--- config.mk ---
export PLATFORM = sky130hd
export DESIGN_NAME = multi_cycle_control_unit_flat
export DESIGN_NICKNAME = d
export VERILOG_FILES = /design/src/rtl/multi_cycle_control_unit_pkg.sv /design/src/rtl/multi_cycle_control_unit_if.sv /design/src/rtl/multi_cycle_control_unit_decoder.sv /design/src/rtl/multi_cycle_control_unit.sv /design/src/flat_wrapper.sv
export SDC_FILE = /design/constraint.sdc
export NUM_CORES = 1
export LEC_CHECK = 0
export ABC_CLOCK_PERIOD_IN_PS = 1900
export CORE_MARGIN = 3
export CORE_UTILIZATION = 40
export DETAILED_ROUTE_END_ITERATION = 8
export PLACE_DENSITY = 0.82
export SYNTH_ARGS = -nofsm -noshare
export SYNTH_HDL_FRONTEND = slang
export SYNTH_SLANG_ARGS = --single-unit
--- constraint.sdc ---
create_clock -name CLK -period 1.9 [get_ports CLK]
set_input_delay 0.285 -clock CLK [delete_from_list [all_inputs] [get_ports CLK]]
set_output_delay 0.285 -clock CLK [all_outputs]
set_load 0.005 [all_outputs]
--- src/rtl/multi_cycle_control_unit_pkg.sv ---
// cpu_defs_pkg: opcodes, state encodings, control codes and the shared next-state function
// for the multi-cycle MIPS-subset control unit.
package cpu_defs_pkg;

    localparam int OP_W    = 6;
    localparam int STATE_W = 3;
    localparam int ALUOP_W = 3;

    localparam logic [OP_W-1:0] OP_ADD   = 6'b000000;
    localparam logic [OP_W-1:0] OP_SUB   = 6'b000001;
    localparam logic [OP_W-1:0] OP_ADDIU = 6'b000010;
    localparam logic [OP_W-1:0] OP_AND   = 6'b010000;
    localparam logic [OP_W-1:0] OP_ANDI  = 6'b010001;
    localparam logic [OP_W-1:0] OP_ORI   = 6'b010010;
    localparam logic [OP_W-1:0] OP_SLL   = 6'b011000;
    localparam logic [OP_W-1:0] OP_SLT   = 6'b100110;
    localparam logic [OP_W-1:0] OP_SLTI  = 6'b100111;
    localparam logic [OP_W-1:0] OP_SW    = 6'b110000;
    localparam logic [OP_W-1:0] OP_LW    = 6'b110001;
    localparam logic [OP_W-1:0] OP_BEQ   = 6'b110100;
    localparam logic [OP_W-1:0] OP_BNE   = 6'b110101;
    localparam logic [OP_W-1:0] OP_BLTZ  = 6'b110110;
    localparam logic [OP_W-1:0] OP_J     = 6'b111000;
    localparam logic [OP_W-1:0] OP_JR    = 6'b111001;
    localparam logic [OP_W-1:0] OP_JAL   = 6'b111010;
    localparam logic [OP_W-1:0] OP_HALT  = 6'b111111;

    localparam logic [ALUOP_W-1:0] ALU_ADD = 3'b000;
    localparam logic [ALUOP_W-1:0] ALU_SUB = 3'b001;
    localparam logic [ALUOP_W-1:0] ALU_SLL = 3'b010;
    localparam logic [ALUOP_W-1:0] ALU_OR  = 3'b011;
    localparam logic [ALUOP_W-1:0] ALU_AND = 3'b100;
    localparam logic [ALUOP_W-1:0] ALU_SLT = 3'b101;

    localparam logic [1:0] PC_NEXT   = 2'b00;
    localparam logic [1:0] PC_BRANCH = 2'b01;
    localparam logic [1:0] PC_RS     = 2'b10;
    localparam logic [1:0] PC_JUMP   = 2'b11;

    localparam logic [1:0] RD_RA = 2'b00;
    localparam logic [1:0] RD_RT = 2'b01;
    localparam logic [1:0] RD_RD = 2'b10;

    typedef enum logic [STATE_W-1:0] {
        S_IF     = 3'b000,
        S_ID     = 3'b001,
        S_EXE_LS = 3'b010,
        S_MEM    = 3'b011,
        S_WB_LD  = 3'b100,
        S_EXE_BR = 3'b101,
        S_EXE_AL = 3'b110,
        S_WB_AL  = 3'b111
    } state_e;

    typedef struct packed {
        logic               pc_wre;
        logic               ins_mem_rw;
        logic               ir_wre;
        logic               alu_src_a;
        logic               alu_src_b;
        logic               ext_sel;
        logic [1:0]         reg_dst;
        logic               wr_reg_d_src;
        logic               reg_wre;
        logic               db_data_src;
        logic               m_rd;
        logic               m_wr;
        logic [1:0]         pc_src;
        logic [ALUOP_W-1:0] alu_op;
    } ctrl_t;

    function automatic logic is_alu_r(input logic [OP_W-1:0] op);
        return op == OP_ADD || op == OP_SUB || op == OP_AND || op == OP_SLL || op == OP_SLT;
    endfunction

    function automatic logic is_alu_i(input logic [OP_W-1:0] op);
        return op == OP_ADDIU || op == OP_ANDI || op == OP_ORI || op == OP_SLTI;
    endfunction

    function automatic logic is_ls(input logic [OP_W-1:0] op);
        return op == OP_LW || op == OP_SW;
    endfunction

    function automatic logic is_branch(input logic [OP_W-1:0] op);
        return op == OP_BEQ || op == OP_BNE || op == OP_BLTZ;
    endfunction

    // Shared by the state register and by PCWre, which fires when the next state is IF.
    function automatic state_e next_state(input state_e s, input logic [OP_W-1:0] op);
        case (s)
            S_IF:     return S_ID;
            S_ID:     return op == OP_HALT ? S_ID :
                             is_branch(op) ? S_EXE_BR :
                             is_ls(op)     ? S_EXE_LS :
                             (is_alu_r(op) || is_alu_i(op)) ? S_EXE_AL : S_IF;
            S_EXE_LS: return S_MEM;
            S_MEM:    return op == OP_LW ? S_WB_LD : S_IF;
            S_EXE_AL: return S_WB_AL;
            default:  return S_IF;
        endcase
    endfunction

endpackage

--- src/rtl/multi_cycle_control_unit_if.sv ---
// multi_cycle_control_unit_if: IR/ALU-flag inputs and the datapath control bus of the control unit.
interface multi_cycle_control_unit_if;
    import cpu_defs_pkg::*;

    logic [OP_W-1:0]    op;
    logic               zero;
    logic               sign;
    logic               PCWre;
    logic               InsMemRW;
    logic               IRWre;
    logic               ALUSrcA;
    logic               ALUSrcB;
    logic               ExtSel;
    logic [1:0]         RegDst;
    logic               WrRegDSrc;
    logic               RegWre;
    logic               DBDataSrc;
    logic               mRD;
    logic               mWR;
    logic [1:0]         PCSrc;
    logic [ALUOP_W-1:0] ALUOp;
    logic [STATE_W-1:0] state_o;

    modport master (
        output op, zero, sign,
        input  PCWre, InsMemRW, IRWre, ALUSrcA, ALUSrcB, ExtSel, RegDst, WrRegDSrc,
               RegWre, DBDataSrc, mRD, mWR, PCSrc, ALUOp, state_o
    );

    modport slave (
        input  op, zero, sign,
        output PCWre, InsMemRW, IRWre, ALUSrcA, ALUSrcB, ExtSel, RegDst, WrRegDSrc,
               RegWre, DBDataSrc, mRD, mWR, PCSrc, ALUOp, state_o
    );

endinterface

--- src/rtl/multi_cycle_control_unit_decoder.sv ---
// control_signal_decoder: combinational map of (state, op, zero, sign) to the control bus;
// reset forces every strobe and write enable low.
module control_signal_decoder
    import cpu_defs_pkg::*;
(
    input  logic            i_rst,
    input  state_e          i_state,
    input  logic [OP_W-1:0] i_op,
    input  logic            i_zero,
    input  logic            i_sign,
    output ctrl_t           o_ctrl
);

    logic w_taken;
    logic w_last;

    always_comb begin
        w_taken = (i_op == OP_BEQ && i_zero) || (i_op == OP_BNE && !i_zero) || (i_op == OP_BLTZ && i_sign);
        w_last  = next_state(i_state, i_op) == S_IF;
        o_ctrl.pc_wre       = !i_rst && w_last;
        o_ctrl.ins_mem_rw   = !i_rst && i_state == S_IF;
        o_ctrl.ir_wre       = !i_rst && i_state == S_IF;
        o_ctrl.alu_src_a    = i_op == OP_SLL;
        o_ctrl.alu_src_b    = is_alu_i(i_op) || is_ls(i_op);
        o_ctrl.ext_sel      = i_op == OP_ADDIU || i_op == OP_SLTI || is_ls(i_op) || is_branch(i_op);
        o_ctrl.reg_dst      = i_op == OP_JAL ? RD_RA : is_alu_r(i_op) ? RD_RD : RD_RT;
        o_ctrl.wr_reg_d_src = i_op != OP_JAL;
        o_ctrl.reg_wre      = !i_rst && ((i_state == S_ID && i_op == OP_JAL) || i_state == S_WB_AL || i_state == S_WB_LD);
        o_ctrl.db_data_src  = i_op == OP_LW;
        o_ctrl.m_rd         = !i_rst && i_state == S_MEM && i_op == OP_LW;
        o_ctrl.m_wr         = !i_rst && i_state == S_MEM && i_op == OP_SW;
        o_ctrl.pc_src       = (i_op == OP_J || i_op == OP_JAL) ? PC_JUMP :
                              i_op == OP_JR ? PC_RS :
                              (i_state == S_EXE_BR && w_taken) ? PC_BRANCH : PC_NEXT;
        // bltz compares rs against $0 through a subtract, same as beq/bne.
        o_ctrl.alu_op       = (i_op == OP_SUB || is_branch(i_op)) ? ALU_SUB :
                              i_op == OP_SLL ? ALU_SLL :
                              i_op == OP_ORI ? ALU_OR :
                              (i_op == OP_AND || i_op == OP_ANDI) ? ALU_AND :
                              (i_op == OP_SLT || i_op == OP_SLTI) ? ALU_SLT : ALU_ADD;
    end

endmodule

--- src/rtl/multi_cycle_control_unit.sv ---
// multi_cycle_control_unit: sequencing FSM of the multi-cycle CPU; owns the state register
// and drives the datapath control bus through control_signal_decoder.
module multi_cycle_control_unit
    import cpu_defs_pkg::*;
(
    input  logic                          CLK,
    input  logic                          Reset,
    multi_cycle_control_unit_if.slave     bus
);

    state_e r_state;
    ctrl_t  w_ctrl;

    always_ff @(posedge CLK) begin
        if (Reset) r_state <= S_IF;
        else       r_state <= next_state(r_state, bus.op);
    end

    control_signal_decoder u_dec (
        .i_rst   (Reset),
        .i_state (r_state),
        .i_op    (bus.op),
        .i_zero  (bus.zero),
        .i_sign  (bus.sign),
        .o_ctrl  (w_ctrl)
    );

    assign bus.PCWre     = w_ctrl.pc_wre;
    assign bus.InsMemRW  = w_ctrl.ins_mem_rw;
    assign bus.IRWre     = w_ctrl.ir_wre;
    assign bus.ALUSrcA   = w_ctrl.alu_src_a;
    assign bus.ALUSrcB   = w_ctrl.alu_src_b;
    assign bus.ExtSel    = w_ctrl.ext_sel;
    assign bus.RegDst    = w_ctrl.reg_dst;
    assign bus.WrRegDSrc = w_ctrl.wr_reg_d_src;
    assign bus.RegWre    = w_ctrl.reg_wre;
    assign bus.DBDataSrc = w_ctrl.db_data_src;
    assign bus.mRD       = w_ctrl.m_rd;
    assign bus.mWR       = w_ctrl.m_wr;
    assign bus.PCSrc     = w_ctrl.pc_src;
    assign bus.ALUOp     = w_ctrl.alu_op;
    assign bus.state_o   = r_state;

endmodule

--- src/flat_wrapper.sv ---
// flat-port wrapper written by rule: the top's interface ports become plain ports
module multi_cycle_control_unit_flat import cpu_defs_pkg::*;
  (CLK, Reset, bus_op, bus_zero, bus_sign, bus_PCWre, bus_InsMemRW, bus_IRWre, bus_ALUSrcA, bus_ALUSrcB, bus_ExtSel, bus_RegDst, bus_WrRegDSrc, bus_RegWre, bus_DBDataSrc, bus_mRD, bus_mWR, bus_PCSrc, bus_ALUOp, bus_state_o);
  multi_cycle_control_unit_if bus_i ();
  input  logic CLK;
  input  logic Reset;
  input wire logic [$bits(bus_i.op)-1:0] bus_op;
  input wire logic [$bits(bus_i.zero)-1:0] bus_zero;
  input wire logic [$bits(bus_i.sign)-1:0] bus_sign;
  output wire logic [$bits(bus_i.PCWre)-1:0] bus_PCWre;
  output wire logic [$bits(bus_i.InsMemRW)-1:0] bus_InsMemRW;
  output wire logic [$bits(bus_i.IRWre)-1:0] bus_IRWre;
  output wire logic [$bits(bus_i.ALUSrcA)-1:0] bus_ALUSrcA;
  output wire logic [$bits(bus_i.ALUSrcB)-1:0] bus_ALUSrcB;
  output wire logic [$bits(bus_i.ExtSel)-1:0] bus_ExtSel;
  output wire logic [$bits(bus_i.RegDst)-1:0] bus_RegDst;
  output wire logic [$bits(bus_i.WrRegDSrc)-1:0] bus_WrRegDSrc;
  output wire logic [$bits(bus_i.RegWre)-1:0] bus_RegWre;
  output wire logic [$bits(bus_i.DBDataSrc)-1:0] bus_DBDataSrc;
  output wire logic [$bits(bus_i.mRD)-1:0] bus_mRD;
  output wire logic [$bits(bus_i.mWR)-1:0] bus_mWR;
  output wire logic [$bits(bus_i.PCSrc)-1:0] bus_PCSrc;
  output wire logic [$bits(bus_i.ALUOp)-1:0] bus_ALUOp;
  output wire logic [$bits(bus_i.state_o)-1:0] bus_state_o;
  assign bus_i.op = bus_op;
  assign bus_i.zero = bus_zero;
  assign bus_i.sign = bus_sign;
  assign bus_PCWre = bus_i.PCWre;
  assign bus_InsMemRW = bus_i.InsMemRW;
  assign bus_IRWre = bus_i.IRWre;
  assign bus_ALUSrcA = bus_i.ALUSrcA;
  assign bus_ALUSrcB = bus_i.ALUSrcB;
  assign bus_ExtSel = bus_i.ExtSel;
  assign bus_RegDst = bus_i.RegDst;
  assign bus_WrRegDSrc = bus_i.WrRegDSrc;
  assign bus_RegWre = bus_i.RegWre;
  assign bus_DBDataSrc = bus_i.DBDataSrc;
  assign bus_mRD = bus_i.mRD;
  assign bus_mWR = bus_i.mWR;
  assign bus_PCSrc = bus_i.PCSrc;
  assign bus_ALUOp = bus_i.ALUOp;
  assign bus_state_o = bus_i.state_o;
  multi_cycle_control_unit u_core (.CLK(CLK), .Reset(Reset), .bus(bus_i));
endmodule
* After elaboration in Yosys (flattened, before gate mapping)
Index checks and enable logic that the tools add are counted.
** Word-level totals
- Register bits :: 3
- Output and inout bits :: 21
- Input port bits :: 10
- Word-level logic and storage cells :: 81
** Cells by class
- Reduce and logical (&&, ||, !) cells :: 39
- Muxes and demuxes :: 16
- Equality and inequality tests :: 25
** Operator list (count)
- == test 6 bit (second input constant) :: 11
- two-way mux 3 bit :: 10
- == test 6 x 5 -> 1 bit (second input constant) :: 4
- logical OR 1 bit :: 23
- one-hot mux 3 bit (5 select lines) :: 1
- == test 3 bit (second input constant) :: 4
- logical AND 1 bit :: 11
- two-way mux 2 bit :: 4
- == test 3 x 2 -> 1 bit (second input constant) :: 2
- == test 6 x 1 -> 1 bit (second input constant) :: 1
- == test 6 x 2 -> 1 bit (second input constant) :: 1
- zero test 3 bit :: 2
- zero test 6 bit :: 1
- inequality test 6 bit (second input constant) :: 1
- == test 3 x 1 -> 1 bit (second input constant) :: 1
- zero test 1 bit :: 2
- two-way mux 1 bit :: 1

* Logic depth before layout (Yosys ltp)
Gate-level depths: netlist (run 1).
- Depth after elaboration :: 13
- Gate-level depth with buffers :: 6
- Mapped depth without buffers :: 4

* Hierarchy
A second synthesis (run 1) with hierarchy kept.
** Unflattened totals
- Cell total of the unflattened synthesis :: 114
- Area total of the unflattened synthesis :: 732.0 µm²
** Modules (own cells, without submodules)
- control_signal_decoder :: times used 1, sequential area each 0.0 µm², area each 481.7 µm², cells an instance 81
- multi_cycle_control_unit :: times used 1, sequential area each 60.1 µm², area each 250.2 µm², cells an instance 33

* Worst setup path after synthesis (run 1)
No wires, ideal clock.
- Kind :: input-to-output
- Start point :: input port bus_op[5]
- End point :: output port bus_RegDst[0]
- Slack :: 0.296 ns
- Stages on the path :: 5
- Arrival time :: 1.319 ns
- Buffers on the path :: 2
- Required time :: 1.615 ns
- Cells stage by stage :: clkbuf_1 -> buf_2 -> nand4b_1 -> or3_1 -> nor2b_1
** On the way
- Cells in the longest elaborated chain, start to end :: 7
- Elaborated cells on any way between the ends :: 12
- Classes of those cells :: eq/ne: 5; mux: 2; reduce/logical: 5
** RTL lines
- start, declared :: RTL line flat_wrapper.sv:7 : input wire logic [$bits(bus_i.op)-1:0] bus_op;
- == test 6 x 1 -> 1 bit / zero test 6 bit (equally long branches) :: RTL line multi_cycle_control_unit_pkg.sv:73 : return op == OP_ADD || op == OP_SUB || op == OP_AND || op == OP_SLL || op == OP_SLT;
- logical OR 1 bit (4 in series) :: RTL line multi_cycle_control_unit_pkg.sv:73
- two-way mux 2 bit :: RTL line multi_cycle_control_unit_decoder.sv:26 : o_ctrl.reg_dst = i_op == OP_JAL ? RD_RA : is_alu_r(i_op) ? RD_RD : RD_RT;
- two-way mux 2 bit (*) :: RTL line multi_cycle_control_unit_decoder.sv:26
- end, declared :: RTL line flat_wrapper.sv:16 : output wire logic [$bits(bus_i.RegDst)-1:0] bus_RegDst;
Every way passes the cells marked *; elsewhere a longest branch is shown, timed or not.

* Worst setup path in the final report (run 1)
- Start point :: input port bus_op[4]
- End point :: output port bus_PCWre
** On the way
- Cells in the longest elaborated chain, start to end :: 13
- Elaborated cells on any way between the ends :: 34
- Classes of those cells :: eq/ne: 14; mux: 6; reduce/logical: 14
** RTL lines
- == test 6 x 1 -> 1 bit / zero test 6 bit (equally long branches) :: RTL line multi_cycle_control_unit_pkg.sv:73
- logical OR 1 bit (4 in series) :: RTL line multi_cycle_control_unit_pkg.sv:73
- logical OR 1 bit :: RTL line multi_cycle_control_unit_pkg.sv:95 : (is_alu_r(op) || is_alu_i(op)) ? S_EXE_AL : S_IF;
- two-way mux 3 bit :: RTL line multi_cycle_control_unit_pkg.sv:95
- two-way mux 3 bit :: RTL line multi_cycle_control_unit_pkg.sv:94 : is_ls(op) ? S_EXE_LS :
- two-way mux 3 bit :: RTL line multi_cycle_control_unit_pkg.sv:93 : is_branch(op) ? S_EXE_BR :
- two-way mux 3 bit :: RTL line multi_cycle_control_unit_pkg.sv:92 : S_ID: return op == OP_HALT ? S_ID :
- one-hot mux 3 bit (5 select lines) (*) :: RTL line multi_cycle_control_unit_pkg.sv:90 : case (s)
- zero test 3 bit (*) :: RTL line multi_cycle_control_unit_decoder.sv:19 : w_last = next_state(i_state, i_op) == S_IF;
- logical AND 1 bit (*) :: RTL line multi_cycle_control_unit_decoder.sv:20 : o_ctrl.pc_wre = !i_rst && w_last;
- end, declared :: RTL line flat_wrapper.sv:10 : output wire logic [$bits(bus_i.PCWre)-1:0] bus_PCWre;
Marked as above.

==> metrics.cfg, run 1 <==
[run_status]
status = finished, violations left
violations = negative setup slack

[synth]
ys_ff_latch = 3
synth_top_family_by_area = simple AND/OR/NAND/NOR gates
synth_top_area_share_pct = 8.955
syn-num-nets = 115
synth_top_cell_by_area = dfxtp_1
synth.distinct_cells = 37
muxShareOfSynthArea_pct = 3.172
avgSynthCellArea_um2 = 6.387
synthAdderAreaFrac_pct = 0
yosysSeqAreaShare_pct = 8.955
synthCells = 105
syn-cell-area_um2 = 670.6
yosys_warnings = 0
synth_xor_area_share_pct = 1.306
synth-simple-area-share_pct = 42.16
synth_area_leaders = dfxtp_1 (9.0%), a21oi_1 (6.7%), buf_2 (5.2%)
synth_compound_area_share_pct = 32.46

[cells_and_area]
nets = 189
final_core_util_pct = 96.27
fill_cells = 37
largest_register_ffs = 3
stdcell_area_um2 = 1484
antenna_cells = 0
drive_gt1_share_pct = 48.88
multiInputGateArea_um2 = 669.4
seqCellArea_um2 = 62.56
area_growth_syn_to_layout_pct = 121.3
finalNonFillerCells = 194

[floorplanning]
pin_count = 31
placementRows = 14
core_area_um2 = 1541
start_util_pct = 43.51
die_area_um2 = 2204
chipHeight_um = 46.95
die_w_um = 46.95

[sta]
tns_ps = -448.8
finalClockSkew_ps = 3.258
maxSlewViolCount = 0
hold_ws_ps = 664.3
max_freq_ghz = 0.4906
min_period_ps = 2038
finalHoldViolCount = 0
min_period_over_period_pct = 107.3
rsz0062_at_grt = true
worstMarginPinSlew_ps = 388.7
slew_headroom_pct = 73.93
final.setup.worst_slack_ps = -138.3
setup_viol = 5

[detailed_routing]
vias_per_cell = 7.067
firstDrtPassIters = 5
route.detailed.drc = 0
drtIter0Drc = 115
wirelength_mm = 4.605
ant_nets = 0
wl_per_cell_um = 23.74
vias = 1371

[worst_hold_path]
hold_class = register to register

[clocking]
clk_pin_slew_ps = 40
cts-root-buf = clkbuf_4
htreeDepth = 1
cts_tree = yes
cts_buffer_depth = 2
cts_made_buffers = 3
cts_hold_buf = 0
numClockSinks = 3
clkLatencyLatePin_ps = 240

[pwr]
p_per_area_nw_per_um2 = 330.5
power_mw = 0.4905
vdd_drop_max_v = 0.0004415
p_leak_nw = 0.6942

[critical_path]
crit_fanout = 5
worstReg2RegStart = u_core.bus.state_o[2]$_SDFF_PP0_
arrival_ps = 1750
crit_type = input port to output pin
r2r_cells = 4
worstPathRequired_ps = 1620
crit_path_end = bus_PCWre
crit_path_end_kind = output pin
cp-startpoint = bus_op[4]
start_kind = input port
reg2reg_to = u_core.bus.state_o[2]$_SDFF_PP0_
rrSetupSlack_ps = 400

[placed_design]
hpwlAfterDp_mm = 2.058
dp.cells = 177
gp_congestion = 0.7990
placed_cell_area_um2 = 1222
port_buffers = 30
dpl_worst_slack_ps = -671.7

[global_route]
grt_pass1_wl_mm = 5.030
gr-usage-all-layers_pct = 32.41
grt_overflow = 0
grt_pass1_vias = 1158
antenna_found_initial = 0
grt_start_max_net_pins = 11

[job]
maxCapViolCount = 0

==> cell type report <==
cell class              count  share of cell area (%)
clock buffers               4                   1.771
inverters                   5                   1.433
multi-input cells          84                   45.11
flip-flops and latches      3                   4.216
well taps                  16                   1.349
repair buffers             82                   46.12
==> synth_stat cells, drive strengths merged <==
cell type,instances
nand3b,1
nand4b,1
a311o,1
nor4,5
a31oi,1
nor2,7
a41oi,1
nor2b,5
o21a,1
clkbuf,5
inv,5
o211ai,1
o21ai,6
and4b,1
nor4b,3
o31ai,1
nand2,5
and3b,1
mux2,1
and2,1
xnor2,1
mux2i,1
nand3,4
buf,8
a2111o,2
a2bb2oi,2
a21boi,1
o32ai,2
a21oi,9
and3,2
nor3,5
nand2b,4
dfxtp,3
a21o,1
a211oi,3
or3,4
==> cell usage in the layout, fill, tap and decap left out, types with 2 or more instances in the layout <==
cell	n
a21oi_1	8
dlymetal6s2s_1	2
and3_1	2
nor4_1	3
dfxtp_2	2
nor3_1	3
nor3_4	2
clkdlybuf4s15_2	2
nand3_1	4
inv_1	3
a211oi_1	2
clkbuf_4	3
nor2_1	4
nor2b_1	5
nand2_1	5
a2111o_1	2
o21ai_0	5
buf_6	4
buf_4	45
dlygate4sd2_1	13
nand2b_1	2
nand2b_4	2
or3_1	3
nor2_2	2
clkdlybuf4s50_1	6
o32ai_2	2
buf_2	6
==> report_power, final <==
group | internal [mW] | switching [mW] | total, mW
registers | 0.0673 | 0.00646 | 0.0738
logic | 0.151 | 0.151 | 0.301
clock network | 0.0789 | 0.0365 | 0.115
total | 0.297 | 0.194 | 0.490
==> worst min-delay path by stage <==
stage	from	endpoint	slack, ps	cells past startpoint
after CTS	u_core.bus.state_o[1]$_SDFF_PP0_	u_core.bus.state_o[1]$_SDFF_PP0_	630	3
after global routing	u_core.bus.state_o[1]$_SDFF_PP0_	u_core.bus.state_o[1]$_SDFF_PP0_	670	3
after floorplan	Reset	u_core.bus.state_o[1]$_SDFF_PP0_	350	1
final	u_core.bus.state_o[1]$_SDFF_PP0_	u_core.bus.state_o[1]$_SDFF_PP0_	660	3
after detailed placement	u_core.bus.state_o[1]$_SDFF_PP0_	u_core.bus.state_o[1]$_SDFF_PP0_	650	3
after global placement	u_core.bus.state_o[1]$_SDFF_PP0_	u_core.bus.state_o[1]$_SDFF_PP0_	620	3
==> logic make-up after synthesis <==
logic type,after synthesis
AOI/OAI and AO/OA,32
xor gates and xnor gates,1
buffers and inverters,18
DFF,3
muxes,2
and+or+nand+nor,49
==> worst max-delay path, stage by stage <==
cell	delay, ps
buf_2	130
buf_6	130
buf_4	130
nor4b_1	140
a211oi_1	380
nand3b_1	180
a211oi_2	240
buf_2	140
==> per-layer routing <==
| layer | global-route usage [%] | wire, um | vias to the layer above |
|---|---|---|---|
| met2 | 59.89 | 2159 | 160 |
| met3 | 6.513 | 593 | 51 |
| met4 | 22.10 | 357 | 0 |
| met5 | 0 | 0 | - |
| met1 | 31.90 | 1495 | 619 |
| li1 | - | - | 541 |
==> what timing repair did <==
action,4_1_cts,5_1_grt
cloned,1,0
pin swaps,4,9
buffers inserted,7,5
gates resized for setup,56,27
setup endpoints to repair,19,8
Power figures use the tool's default switching activity.
==> run 2, diff against run 1 <==
--- a/config.mk
+++ b/config.mk
@@ -6,10 +6,12 @@
 export NUM_CORES = 1
 export LEC_CHECK = 0
 export ABC_CLOCK_PERIOD_IN_PS = 1900
+export CELL_PAD_IN_SITES_DETAIL_PLACEMENT = 1
+export CELL_PAD_IN_SITES_GLOBAL_PLACEMENT = 1
 export CORE_MARGIN = 3
-export CORE_UTILIZATION = 40
+export CORE_UTILIZATION = 27
 export DETAILED_ROUTE_END_ITERATION = 8
-export PLACE_DENSITY = 0.82
+export PLACE_DENSITY = 0.83
 export SYNTH_ARGS = -nofsm -noshare
 export SYNTH_HDL_FRONTEND = slang
 export SYNTH_SLANG_ARGS = --single-unit
==> run 2 against run 1 <==
The run still ends with negative setup slack left; final cell count up 9.3%; flip-flop and latch count is the same; design area rose by 4.7%; combinational power up 9.6%; wire length up 31%; critical path type unchanged; largest cell class unchanged; largest power group unchanged.
==> metrics.cfg, run 2 (synthesized netlist as in run 1, its figures left out) <==
[detailed_routing]
drtIter0Drc = 73
route.detailed.drc = 0
top_layer_used = met4
wirelength_mm = 6.011
dr_wl_met3_um = 553
vias_per_cell = 6.547
vias = 1388
m1WireLength_mm = 2.234
wl_met2_mm = 2.736
ant_nets = 0
firstDrtPassIters = 4
wl_per_cell_um = 28.35

[pwr]
vdd_drop_max_v = 0.0003003
p_leak_nw = 0.7266
power_mw = 0.5341
p_per_area_nw_per_um2 = 343.7

[global_route]
gr-usage-all-layers_pct = 30.63
antenna_found_initial = 0
grt_pass1_vias = 1334
grt_overflow = 0
grt_pass1_wl_mm = 7.327
grt_start_max_net_pins = 11

[clocking]
cts-root-buf = clkbuf_4
clk_pin_slew_ps = 40
cts_buffer_depth = 2
htreeDepth = 1
numClockSinks = 3
cts_tree = yes
clkLatencyLatePin_ps = 260
cts_made_buffers = 3

[sta]
maxSlewViolCount = 0
min_period_ps = 2022
slew_headroom_pct = 61.65
rsz0062_at_grt = true
finalHoldViolCount = 0
hold_ws_ps = 714.2
worstMarginPinSlew_ps = 570.0
setup_viol = 5
min_period_over_period_pct = 106.4
final.setup.worst_slack_ps = -121.9
max_freq_ghz = 0.4946
finalClockSkew_ps = 4.767

[placed_design]
hpwlAfterDp_mm = 2.832
gp_congestion = 0.8252
port_buffers = 30

[floorplanning]
die_w_um = 55.84
die_area_um2 = 3118
start_util_pct = 29.47
chipHeight_um = 55.84
core_area_um2 = 2276
pin_count = 31
placementRows = 17

[run_status]
violations = negative setup slack
status = finished, violations left

[cells_and_area]
area_growth_syn_to_layout_pct = 131.7
drive_gt1_share_pct = 52.72
nets = 195
fill_cells = 266
largest_register_ffs = 3
layout_commonest_cell = buf_4
final_cell_mix = buf_4 (51), dlygate4sd2_1 (10), a21oi_1 (7), buf_2 (6)
antenna_cells = 0

[critical_path]
crit_path_end_kind = output pin
worstPathRequired_ps = 1620
arrival_ps = 1740
crit_type = input port to output pin
crit_fanout = 8
start_kind = input port

[worst_hold_path]
hold_class = register to register

[job]
maxCapViolCount = 0

[run 2: changes by cell type in the layout (fill, tap and decap cells not counted), moves of 2 or more]
cell	delta
o21ai_0	-3
buf_8	+2
o21ai_1	+3
nor2_2	-2
buf_4	+6
clkdlybuf4s15_2	-2
dlygate4sd2_1	-3
clkdlybuf4s15_1	+2
[run 2: metrics by stage]
step                      cell area, um^2  util, %  setup TNS, ps  instances  setup WS (ps)
after floorplan                     670.6        -              0        105          296.3
after global placement               1230    54.04          -8328        188         -649.3
after detailed placement             1230    54.04         -10600        188         -774.9
after CTS                            1438    63.17         -13.86        204         -13.86
after global routing                 1554    68.28         -512.5        212         -142.4
final                                1554    68.28         -276.5        212         -121.9
[run 2: area by class of cell]
class                           count  area, um^2  share of cell area [%]
Inverter                            5       18.77                   1.208
Clock buffer                        4       26.28                   1.691
Timing Repair Buffer               88       737.0                   47.42
Multi-Input combinational cell     84       673.1                   43.32
Sequential cell                     3       63.81                   4.106
Tap cell                           28       35.03                   2.254
[run 2: routing by layer]
metal / vias up / GRT usage (%)
met1: 653 / 33.24
met2: 135 / 55.74
met4: 0 / 15.59
li1: 551 / -
met3: 49 / 6.032
met5: - / 0
[run 2: final timing paths]
check / startpoint / to / slack (ps) / cells past startpoint
hold / removal: u_core.bus.state_o[1]$_SDFF_PP0_ / u_core.bus.state_o[1]$_SDFF_PP0_ / 710 / 3
setup reg to reg: u_core.bus.state_o[0]$_SDFF_PP0_ / u_core.bus.state_o[2]$_SDFF_PP0_ / 480 / 4
setup / recovery: bus_op[5] / bus_ALUOp[1] / -120 / 6
hold reg to reg: u_core.bus.state_o[1]$_SDFF_PP0_ / u_core.bus.state_o[1]$_SDFF_PP0_ / 710 / 3
[run 2: timing repair]
item                                    CTS  global route
pin swaps                                13            16
endpoints found under the setup margin   19            12
setup buffers                            12             9
gates resized for setup                  72            38
hold buffers                              0             0
[run 2: critical path, stage by stage]
cell and delay, ps:
clkbuf_2 100, buf_6 150, buf_4 160, nand2b_1 200
nor4_1 520, dlygate4sd2_1 320
[run 2: power by group]
| part | total [mW] | switching (mW) | internal, mW |
|---|---|---|---|
| combinational | 0.330 | 0.172 | 0.158 |
| sequential | 0.0744 | 0.00715 | 0.0673 |
| clock | 0.130 | 0.0503 | 0.0798 |
| total | 0.534 | 0.229 | 0.305 |
==> run 3, diff against run 2 <==
--- a/config.mk
+++ b/config.mk
@@ -9,9 +9,10 @@
 export CELL_PAD_IN_SITES_DETAIL_PLACEMENT = 1
 export CELL_PAD_IN_SITES_GLOBAL_PLACEMENT = 1
 export CORE_MARGIN = 3
-export CORE_UTILIZATION = 27
+export CORE_UTILIZATION = 28
 export DETAILED_ROUTE_END_ITERATION = 8
 export PLACE_DENSITY = 0.83
 export SYNTH_ARGS = -nofsm -noshare
 export SYNTH_HDL_FRONTEND = slang
+export SYNTH_HIERARCHICAL = 1
 export SYNTH_SLANG_ARGS = --single-unit
==> run 3 against run 2 <==
The flow still finishes with violations (negative setup slack); worst hold slack worse by 71 ps; non-clock buffer count is 19 lower; clock skew is 1.7 ps lower; critical path type unchanged; largest power group unchanged.
==> metrics.cfg, run 3 <==
[synth]
yosysMostFrequentCell = nor2_1
ys_ff_latch = 3
synth_top_cell_by_area = dfxtp_1
synthCells = 114
yosys-top-cells-count = nor2_1 (14), nand2_1 (10), a21oi_1 (9)
synth_area_leaders = dfxtp_1 (8.2%), nor2_1 (7.2%), a21oi_1 (6.2%)
synth_top_family_by_area = simple AND/OR/NAND/NOR gates
synth_xor_area_share_pct = 1.197
syn-num-nets = 124
muxShareOfSynthArea_pct = 2.735
synth_top_area_share_pct = 8.205
yosysSeqAreaShare_pct = 8.205
yosys_warnings = 6
syn-cell-area_um2 = 732.0
avgSynthCellArea_um2 = 6.421
synth-simple-area-share_pct = 48.55
synth.distinct_cells = 45
synth_flop_cell = dfxtp_1
synth_compound_area_share_pct = 31.28
synth_edf_count = 0
ys_async_sr_fraction_pct = 0
synthAdderAreaFrac_pct = 0

[floorplanning]
die_w_um = 57.13
die_area_um2 = 3264
core_area_um2 = 2340
start_util_pct = 31.28
placementRows = 17
pin_count = 31
chipHeight_um = 57.13

[sta]
tns_ps = -56.91
setup_viol = 1
final.setup.worst_slack_ps = -56.91
rsz0062_at_grt = true
finalHoldViolCount = 0
max_freq_ghz = 0.5110
maxSlewViolCount = 0
worstMarginPinSlew_ps = 474.1
min_period_ps = 1957
finalClockSkew_ps = 3.059
hold_ws_ps = 643.2
min_period_over_period_pct = 103.0
slew_headroom_pct = 67.98

[detailed_routing]
vias = 1229
vias_per_cell = 6.025
wirelength_mm = 4.130
route.detailed.drc = 0
ant_nets = 0
drtIter0Drc = 48
firstDrtPassIters = 4
wl_per_cell_um = 20.25

[clocking]
cts_tree = yes
cts_hold_buf = 0
numClockSinks = 3
cts_made_buffers = 3
cts-root-buf = clkbuf_4
cts_buffer_depth = 2
clkLatencyLatePin_ps = 230
clk_pin_slew_ps = 30
htreeDepth = 1

[cells_and_area]
nets = 187
largest_register_ffs = 3
fill_cells = 302
final_cell_mix = buf_4 (32), dlygate4sd2_1 (12), nor2_1 (12), nand2_1 (10), a21oi_1 (9)
area_growth_syn_to_layout_pct = 97.09
drive_gt1_share_pct = 42.61
antenna_cells = 0
layout_commonest_cell = buf_4

[global_route]
antenna_found_initial = 0
gr-usage-all-layers_pct = 26.55
grt_pass1_vias = 1370
grt_overflow = 0
grt_pass1_wl_mm = 6.851
grt_start_max_net_pins = 18

[pwr]
p_int_mw = 0.2877
p_leak_nw = 0.6430
pwr-share-seq_pct = 15.1
vdd_drop_max_v = 0.0003393
power.share.clock_pct = 23.5
swShare_pct = 39.04
p_per_area_nw_per_um2 = 327.2
combPwrFrac_pct = 61.3
p_switching_mw = 0.1843

[critical_path]
crit_path_end_kind = output pin
start_kind = input port
worstPathRequired_ps = 1620
crit_type = input port to output pin
crit_fanout = 2
arrival_ps = 1670

[run_status]
status = finished, violations left
violations = negative setup slack

[job]
maxCapViolCount = 0

[placed_design]
hpwlAfterDp_mm = 2.324
dpl_worst_slack_ps = -913.2
port_buffers = 30
gp_congestion = 0.8289

[worst_hold_path]
hold_class = register to register

==> run 3: final timing paths <==
kind         slack, ps                              from  cells past startpoint                          endpoint
min                640  u_core/bus.state_o[2]$_SDFF_PP0_                      2  u_core/bus.state_o[0]$_SDFF_PP0_
max reg2reg        170  u_core/bus.state_o[2]$_SDFF_PP0_                      6  u_core/bus.state_o[2]$_SDFF_PP0_
max                -60                         bus_op[0]                      6                        bus_RegWre
min reg2reg        640  u_core/bus.state_o[2]$_SDFF_PP0_                      2  u_core/bus.state_o[0]$_SDFF_PP0_
==> run 3: area by class of cell <==
class,instances,area (um^2),share of cell area (%)
tap,28,35.03,2.428
inverter,3,11.26,0.7806
timing repair buffer,69,564.3,39.12
clock buffer,4,26.28,1.821
multi-input combinational,97,745.7,51.69
sequential,3,60.06,4.163
==> run 3: timing repair <==
action	4_1_cts	5_1_grt
cloned	1	0
hold endpoints to repair	0	0
buffers inserted	14	0
pin swaps	8	3
setup endpoints to repair	18	7
gates resized for setup	77	9
==> run 3: worst max-delay path, cell delays in order <==
cell and delay [ps]:
buf_6 100, nand2b_4 130, or3b_4 370, or4_4 420, a221oi_2 220, buf_2 150
==> run 3: power by group through the flow <==
stage | registers (mW) | logic (mW) | clock network, mW
2_1_floorplan | 0.0769 | 0.105 | 0
3_3_place_gp | 0.0713 | 0.224 | 0
3_5_place_dp | 0.0717 | 0.234 | 0
4_1_cts | 0.0712 | 0.271 | 0.119
5_1_grt | 0.0719 | 0.310 | 0.121
6_report | 0.0715 | 0.289 | 0.111
==> run 3: kinds of logic (layout without fill, tap and decap cells) <==
logic type             after synthesis  after routing
buffers and inverters               14             76
multiplexers                         2              2
AO/OA/AOI/OAI                       32             32
AND/OR/NAND/NOR                     62             62
flip-flops                           3              3
XOR/XNOR                             1              1
==> run 3: per-layer routing <==
| metal | track usage, % | routed length, um |
|---|---|---|
| met1 | 31.23 | 1628 |
| met2 | 47.96 | 2154 |
| met3 | 3.167 | 220 |
| met4 | 11.26 | 127 |
| met5 | 0 | 0 |
==> run 3: through the flow <==
step,power (mW),cells,instance area (um^2),utilization (%)
2_1_floorplan,0.1815,114,732.0,-
3_3_place_gp,0.2957,185,1200,51.28
3_5_place_dp,0.3060,185,1200,51.28
4_1_cts,0.4606,204,1425,60.91
5_1_grt,0.5029,204,1443,61.66
6_report,0.4720,204,1443,61.66
